### config.mk
export PLATFORM = sky130hd
export DESIGN_NAME = sr_pulse_gen_flat
export DESIGN_NICKNAME = d
export VERILOG_FILES = /design/src/rtl/sr_pulse_gen_if.sv /design/src/rtl/sr_pulse_gen.sv /design/src/flat_wrapper.sv
export SDC_FILE = /design/constraint.sdc
export NUM_CORES = 1
export LEC_CHECK = 0
export CAP_MARGIN = 20
export CORE_MARGIN = 4
export CORE_UTILIZATION = 54
export DETAILED_ROUTE_END_ITERATION = 7
export PLACE_DENSITY_LB_ADDON = 0.05
export SETUP_SLACK_MARGIN = 0.4
export SYNTH_ARGS = -nofsm -noshare
export SYNTH_HDL_FRONTEND = slang
export SYNTH_SLANG_ARGS = --single-unit
### constraint.sdc
create_clock -name clk -period 1.55 [get_ports clk]
set_input_delay 0.31 -clock clk [delete_from_list [all_inputs] [get_ports clk]]
set_output_delay 0.31 -clock clk [all_outputs]
set_load 0.01 [all_outputs]
### src/rtl/sr_pulse_gen_if.sv
// Button/latch-drive bundle for sr_pulse_gen.
// Optional: SR_CONFLICT_CNT_EN adds the conflict_cnt[7:0] signal.
interface sr_pulse_gen_if;
  logic       btn_s;
  logic       btn_r0;
  logic       btn_r1;
  logic       s_out;
  logic       r0_out;
  logic       r1_out;
  logic       busy;
`ifdef SR_CONFLICT_CNT_EN
  logic [7:0] conflict_cnt;

  modport master (
    output btn_s, btn_r0, btn_r1,
    input  s_out, r0_out, r1_out, busy, conflict_cnt
  );

  modport slave (
    input  btn_s, btn_r0, btn_r1,
    output s_out, r0_out, r1_out, busy, conflict_cnt
  );
`else
  modport master (
    output btn_s, btn_r0, btn_r1,
    input  s_out, r0_out, r1_out, busy
  );

  modport slave (
    input  btn_s, btn_r0, btn_r1,
    output s_out, r0_out, r1_out, busy
  );
`endif
endinterface

### src/rtl/sr_pulse_gen.sv
// sr_pulse_gen: synchronise, debounce and edge-detect three push-buttons,
// then arbitrate the presses into registered one-cycle S/R0/R1 pulses with
// a guard cycle between pulses. Reset requests dominate a coincident set.
// Optional: SR_CONFLICT_CNT_EN adds a saturating count of dropped sets.
//
// state | meaning
// IDLE  | waiting for a pending request, arbitrates on this cycle
// SET_P | s_out high for this one cycle
// RST_P | r0_out and/or r1_out high for this one cycle
// GUARD | all outputs low for one cycle before re-arbitration
module sr_pulse_gen #(
  parameter int DB_CYCLES = 4,
  parameter int CNT_W     = 3
) (
  input  logic         clk,
  input  logic         reset,
  sr_pulse_gen_if.slave bus
);

  typedef enum logic [1:0] {
    IDLE  = 2'd0,
    SET_P = 2'd1,
    RST_P = 2'd2,
    GUARD = 2'd3
  } state_t;

  // Channel index: 0 = set, 1 = reset 0, 2 = reset 1.
  localparam logic [CNT_W-1:0] CNT_TC = CNT_W'(DB_CYCLES - 1);

  logic [2:0]            btn;
  logic [2:0]            sync1_q, sync1_d;
  logic [2:0]            sync2_q, sync2_d;
  logic [2:0]            stable_q, stable_d;
  logic [2:0]            stable_prev_q, stable_prev_d;
  logic [2:0][CNT_W-1:0] cnt_q, cnt_d;
  logic [2:0]            pend_q, pend_d;
  logic [2:0]            rise;
  logic [2:0]            clr;
  state_t                state_q, state_d;
  logic                  s_out_q, s_out_d;
  logic                  r0_out_q, r0_out_d;
  logic                  r1_out_q, r1_out_d;
`ifdef SR_CONFLICT_CNT_EN
  logic                  conflict_drop;
  logic [7:0]            conflict_cnt_q, conflict_cnt_d;
`endif

  assign btn = {bus.btn_r1, bus.btn_r0, bus.btn_s};

  // Synchroniser, debouncer and rising-edge detect for each channel.
  always_comb begin
    sync1_d       = btn;
    sync2_d       = sync1_q;
    stable_d      = stable_q;
    stable_prev_d = stable_q;
    cnt_d         = cnt_q;
    for (int i = 0; i < 3; i++) begin
      if (sync2_q[i] == stable_q[i]) begin
        cnt_d[i] = '0;
      end else if (cnt_q[i] == CNT_TC) begin
        stable_d[i] = sync2_q[i];
        cnt_d[i]    = '0;
      end else begin
        cnt_d[i] = cnt_q[i] + 1'b1;
      end
    end
    rise = stable_q & ~stable_prev_q;
  end

  // Arbitration FSM: next state, registered pulse outputs, pending clears.
  always_comb begin
    state_d  = state_q;
    s_out_d  = 1'b0;
    r0_out_d = 1'b0;
    r1_out_d = 1'b0;
    clr      = 3'b000;
`ifdef SR_CONFLICT_CNT_EN
    conflict_drop = 1'b0;
`endif
    case (state_q)
      IDLE: begin
        if (pend_q[1] | pend_q[2]) begin
          state_d  = RST_P;
          r0_out_d = pend_q[1];
          r1_out_d = pend_q[2];
          clr      = pend_q;
`ifdef SR_CONFLICT_CNT_EN
          conflict_drop = pend_q[0];
`endif
        end else if (pend_q[0]) begin
          state_d = SET_P;
          s_out_d = 1'b1;
          clr[0]  = 1'b1;
        end
      end
      SET_P:   state_d = GUARD;
      RST_P:   state_d = GUARD;
      GUARD:   state_d = IDLE;
      default: state_d = IDLE;
    endcase
    // A press detected on the same cycle as a clear is a new request.
    pend_d = (pend_q & ~clr) | rise;
  end

`ifdef SR_CONFLICT_CNT_EN
  // Saturating count of set requests dropped in favour of a reset.
  always_comb begin
    conflict_cnt_d = conflict_cnt_q;
    if (conflict_drop && (conflict_cnt_q != 8'hFF)) begin
      conflict_cnt_d = conflict_cnt_q + 8'd1;
    end
  end

  // Conflict counter register.
  always_ff @(posedge clk or posedge reset) begin
    if (reset) conflict_cnt_q <= '0;
    else       conflict_cnt_q <= conflict_cnt_d;
  end

  assign bus.conflict_cnt = conflict_cnt_q;
`endif

  // State, channel and output registers.
  always_ff @(posedge clk or posedge reset) begin
    if (reset) begin
      sync1_q       <= '0;
      sync2_q       <= '0;
      stable_q      <= '0;
      stable_prev_q <= '0;
      cnt_q         <= '0;
      pend_q        <= '0;
      state_q       <= IDLE;
      s_out_q       <= 1'b0;
      r0_out_q      <= 1'b0;
      r1_out_q      <= 1'b0;
    end else begin
      sync1_q       <= sync1_d;
      sync2_q       <= sync2_d;
      stable_q      <= stable_d;
      stable_prev_q <= stable_prev_d;
      cnt_q         <= cnt_d;
      pend_q        <= pend_d;
      state_q       <= state_d;
      s_out_q       <= s_out_d;
      r0_out_q      <= r0_out_d;
      r1_out_q      <= r1_out_d;
    end
  end

  assign bus.s_out  = s_out_q;
  assign bus.r0_out = r0_out_q;
  assign bus.r1_out = r1_out_q;
  assign bus.busy   = (state_q != IDLE);

endmodule

### src/flat_wrapper.sv
// flat-port wrapper written by rule: the top's interface ports become plain ports
module sr_pulse_gen_flat 
#(
  parameter int DB_CYCLES = 4,
  parameter int CNT_W     = 3
)
  (clk, reset, bus_btn_s, bus_btn_r0, bus_btn_r1, bus_s_out, bus_r0_out, bus_r1_out, bus_busy);
  sr_pulse_gen_if bus_i ();
  input  logic clk;
  input  logic reset;
  input wire logic [$bits(bus_i.btn_s)-1:0] bus_btn_s;
  input wire logic [$bits(bus_i.btn_r0)-1:0] bus_btn_r0;
  input wire logic [$bits(bus_i.btn_r1)-1:0] bus_btn_r1;
  output wire logic [$bits(bus_i.s_out)-1:0] bus_s_out;
  output wire logic [$bits(bus_i.r0_out)-1:0] bus_r0_out;
  output wire logic [$bits(bus_i.r1_out)-1:0] bus_r1_out;
  output wire logic [$bits(bus_i.busy)-1:0] bus_busy;
  assign bus_i.btn_s = bus_btn_s;
  assign bus_i.btn_r0 = bus_btn_r0;
  assign bus_i.btn_r1 = bus_btn_r1;
  assign bus_s_out = bus_i.s_out;
  assign bus_r0_out = bus_i.r0_out;
  assign bus_r1_out = bus_i.r1_out;
  assign bus_busy = bus_i.busy;
  sr_pulse_gen #(.DB_CYCLES(DB_CYCLES), .CNT_W(CNT_W)) u_core (.clk(clk), .reset(reset), .bus(bus_i));
endmodule
==> flow_summary_export.csv <==
group,metric,value,unit
route,wirelength,1390,um
timing,slew_headroom,76.8,%
timing,finalSetupTns,0,ns
timing,rsz0062_at_grt,"yes",
worst_setup_path,cp_top_family,"compound AO/OA/AOI/OAI gates",
synthesis,yosysMostFrequentCell,"dfrtp_1",
flow_run,maxCapViolCount,0,
clock_tree,clk_latency,0.30,ns
synthesis,syn_nets,87,
final_layout,fill_cells,135,
synthesis,synth-edff-count,0,
synthesis,ys_dominant_reg_cell,"dfrtp_1",
worst_setup_path,crit_fanout,2,
min_path,min_from,"u_core.sync1_q[2]",
worst_setup_path,cp.arrival,1.58,ns
power,power_density,1840,nW/um^2
final_layout,drive_gt1_share,32.0,%
placed_design,pre_cts_ws,0.0686,ns
worst_setup_path,timing.critical_path.buf_inv,2,
timing,finalHoldViolCount,0,
final_layout,num-nets-final,107,
final_layout,area.growth.synth_to_final,22.5,%
die,num_io_pins,9,
global_route,grt_pass1_wl,2650,um
die,core.rowCount,15,
global_route,grt.total_usage,13.8,%
synthesis,synth.avg_cell_area,13.9,sq um
clock_tree,htreeDepth,2,
clock_tree,clk_pin_slew,0.08,ns
route,vias,595,
clock_tree,cts_made_buffers,5,
clock_tree,clock-sinks,29,
final_layout,final_core_util,72.6,%
synthesis,synth_common_cells,"dfrtp_1 (29), inv_1 (11), nor2b_1 (6)",
timing,setup_viol,0,
placed_design,place.gp.congestion,0.737,
timing,skew,0.00461,ns
synthesis,yosys-top-cells-area,"dfrtp_1 (68%), ha_1 (5.9%), inv_1 (3.9%)",
worst_setup_path,crit_type,"flop to flop",
synthesis,yosysTopAreaCellShare,67.9,%
route,detail-route-antenna-nets,0,
global_route,grt.overflow.total,0,
synthesis,syn_area,1070,sq um
synthesis,ys_seq_area_share,67.9,%
synthesis,async_flop_share,100,%
route,drt-pass1-iter-count,4,
synthesis,ys_seq_elements,29,
worst_setup_path,crit_slowest_cell,"dfrtp_1",
synthesis,synth_area_leader_cell,"dfrtp_1",
synthesis,yosys.cell_types.count,21,
clock_tree,root_buffer,"clkbuf_4",
die,start_util,59.3,%
worst_setup_path,regToRegStartpoint,"u_core.state_q[1]",
die,fp.dieH,52.5,um
global_route,grt_max_degree,30,
clock_tree,ctsHoldBuffers,0,
worst_setup_path,crit_required,1.74,ns
global_route,grt_pass1_vias,618,
worst_setup_path,path_cells,"inv_2, ha_4, buf_6, nor2b_4, o21ai_2, a221o_1",
timing,max_freq,715,MHz
power,vdd_drop_max,0.00107,V
route,drt_iter0_markers,9,
timing,fin_crit_sh,90.2,%
die,coreArea,1800,sq um
power,p_leak,0.635,nW
clock_tree,clk_path_buf_depth,2,
worst_setup_path,crit_start,"u_core.state_q[1]",
placed_design,dpl.hpwl,903,um
worst_setup_path,end_kind,"flop",
synthesis,yosysWarnings,0,
min_path,min_path_type,"flop to flop",
route,avgViaCountPerCell,4.88,
run_status,outcome,"finished clean",
route,wire_per_inst,11.4,um
timing,tightest_slew,0.348,ns
die,die_w,52.5,um
worst_setup_path,timing.critical_path.from_type,"flop",
timing,final_max_slew_viol_count,0,
timing,layout_setup_ws,0.152,ns
timing,whs,0.352,ns
power,totalPowerFinal,2.41,mW
final_layout,antenna_cells,0,
route,drcViolationCount,0,
worst_setup_path,max_stage_delay,0.41,ns
placed_design,port-buffer-count,8,
global_route,antenna_found_initial,0,
clock_tree,cts_tree,"built",
synthesis,synth_cells,77,
worst_setup_path,r2r_slack,0.15,ns
timing,post-route-min-period,1.40,ns
die,die_area,2750,sq um
-- per-layer routing --
metal / GRT usage, % / routed length [um] / up-vias
met5: 0 / 0 / -
met4: 6.38 / 27 / 0
met3: 6.84 / 71 / 4
met2: 20.7 / 652 / 13
met1: 16.5 / 641 / 286
li1: - / - / 292
-- metrics by stage --
step / cell area [sq um] / std cells
after global placement: 1200 / 111
final: 1310 / 122
after detailed placement: 1200 / 111
after floorplan: 1080 / 77
after global routing: 1310 / 122
after CTS: 1260 / 119
-- flip-flops by register name, summed over array words and instances (netlist names) --
name	flops
u_core.cnt_q	9
u_core.pend_q	3
u_core.stable_prev_d	3
u_core.stable_prev_q	3
u_core.sync1_q	3
u_core.sync2_q	3
u_core.state_q	2
u_core.bus.r0_out	1
u_core.bus.r1_out	1
u_core.bus.s_out	1
-- logic make-up after synthesis --
group                    count (synthesis)  share of synthesized area [%]
buffers and inverters                   11                           3.86
AND/OR/NAND/NOR                         20                           13.0
flip-flops                              29                           67.9
multiplexers                             2                           2.11
adder cells (fa/ha/maj)                  5                           5.85
XOR/XNOR                                 3                           2.46
AO/OA/AOI/OAI                            7                           4.80
-- worst paths after layout --
check	endpoint	depth (start not counted)
worst max-delay path	u_core.state_q[1]	6
worst min-delay path	u_core.sync2_q[2]	0
worst max register to register	u_core.state_q[1]	6
worst min register to register	u_core.sync2_q[2]	0
max in group asynchronous	u_core.sync1_q[0]	3
min in group asynchronous	u_core.cnt_q[4]	3
-- layout by cell type, fill, tap and decap left out, drive strengths merged, types with 2 or more instances in the layout --
cell type,n
and2,3
buf,9
clkbuf,7
clkdlybuf4s50,4
dfrtp,29
ha,5
inv,11
mux2,2
nor2b,7
nor3,3
nor3b,3
o21ai,2
o22ai,2
xnor2,3
-- area by class of cell --
cell class	instances	area [sq um]	area share, %
clock buffer	7	55.1	4.21
inverter	11	41.3	3.15
multi-input combinational	37	348	26.6
sequential	29	726	55.4
tap	25	31.3	2.39
timing repair buffer	13	108	8.22
-- power breakdown --
part	internal [mW]	switching, mW
Sequential	0.999	0.152
Clock	0.214	0.220
Combinational	0.474	0.355
-- timing repair --
action,in CTS,in global routing
cloned,0,0
setup buffers,1,3
pin swaps,1,3
resized for setup,23,6
setup endpoints to repair,8,8
endpoints found under the hold margin,0,0
No activity file was read; power rests on OpenSTA's default activity.
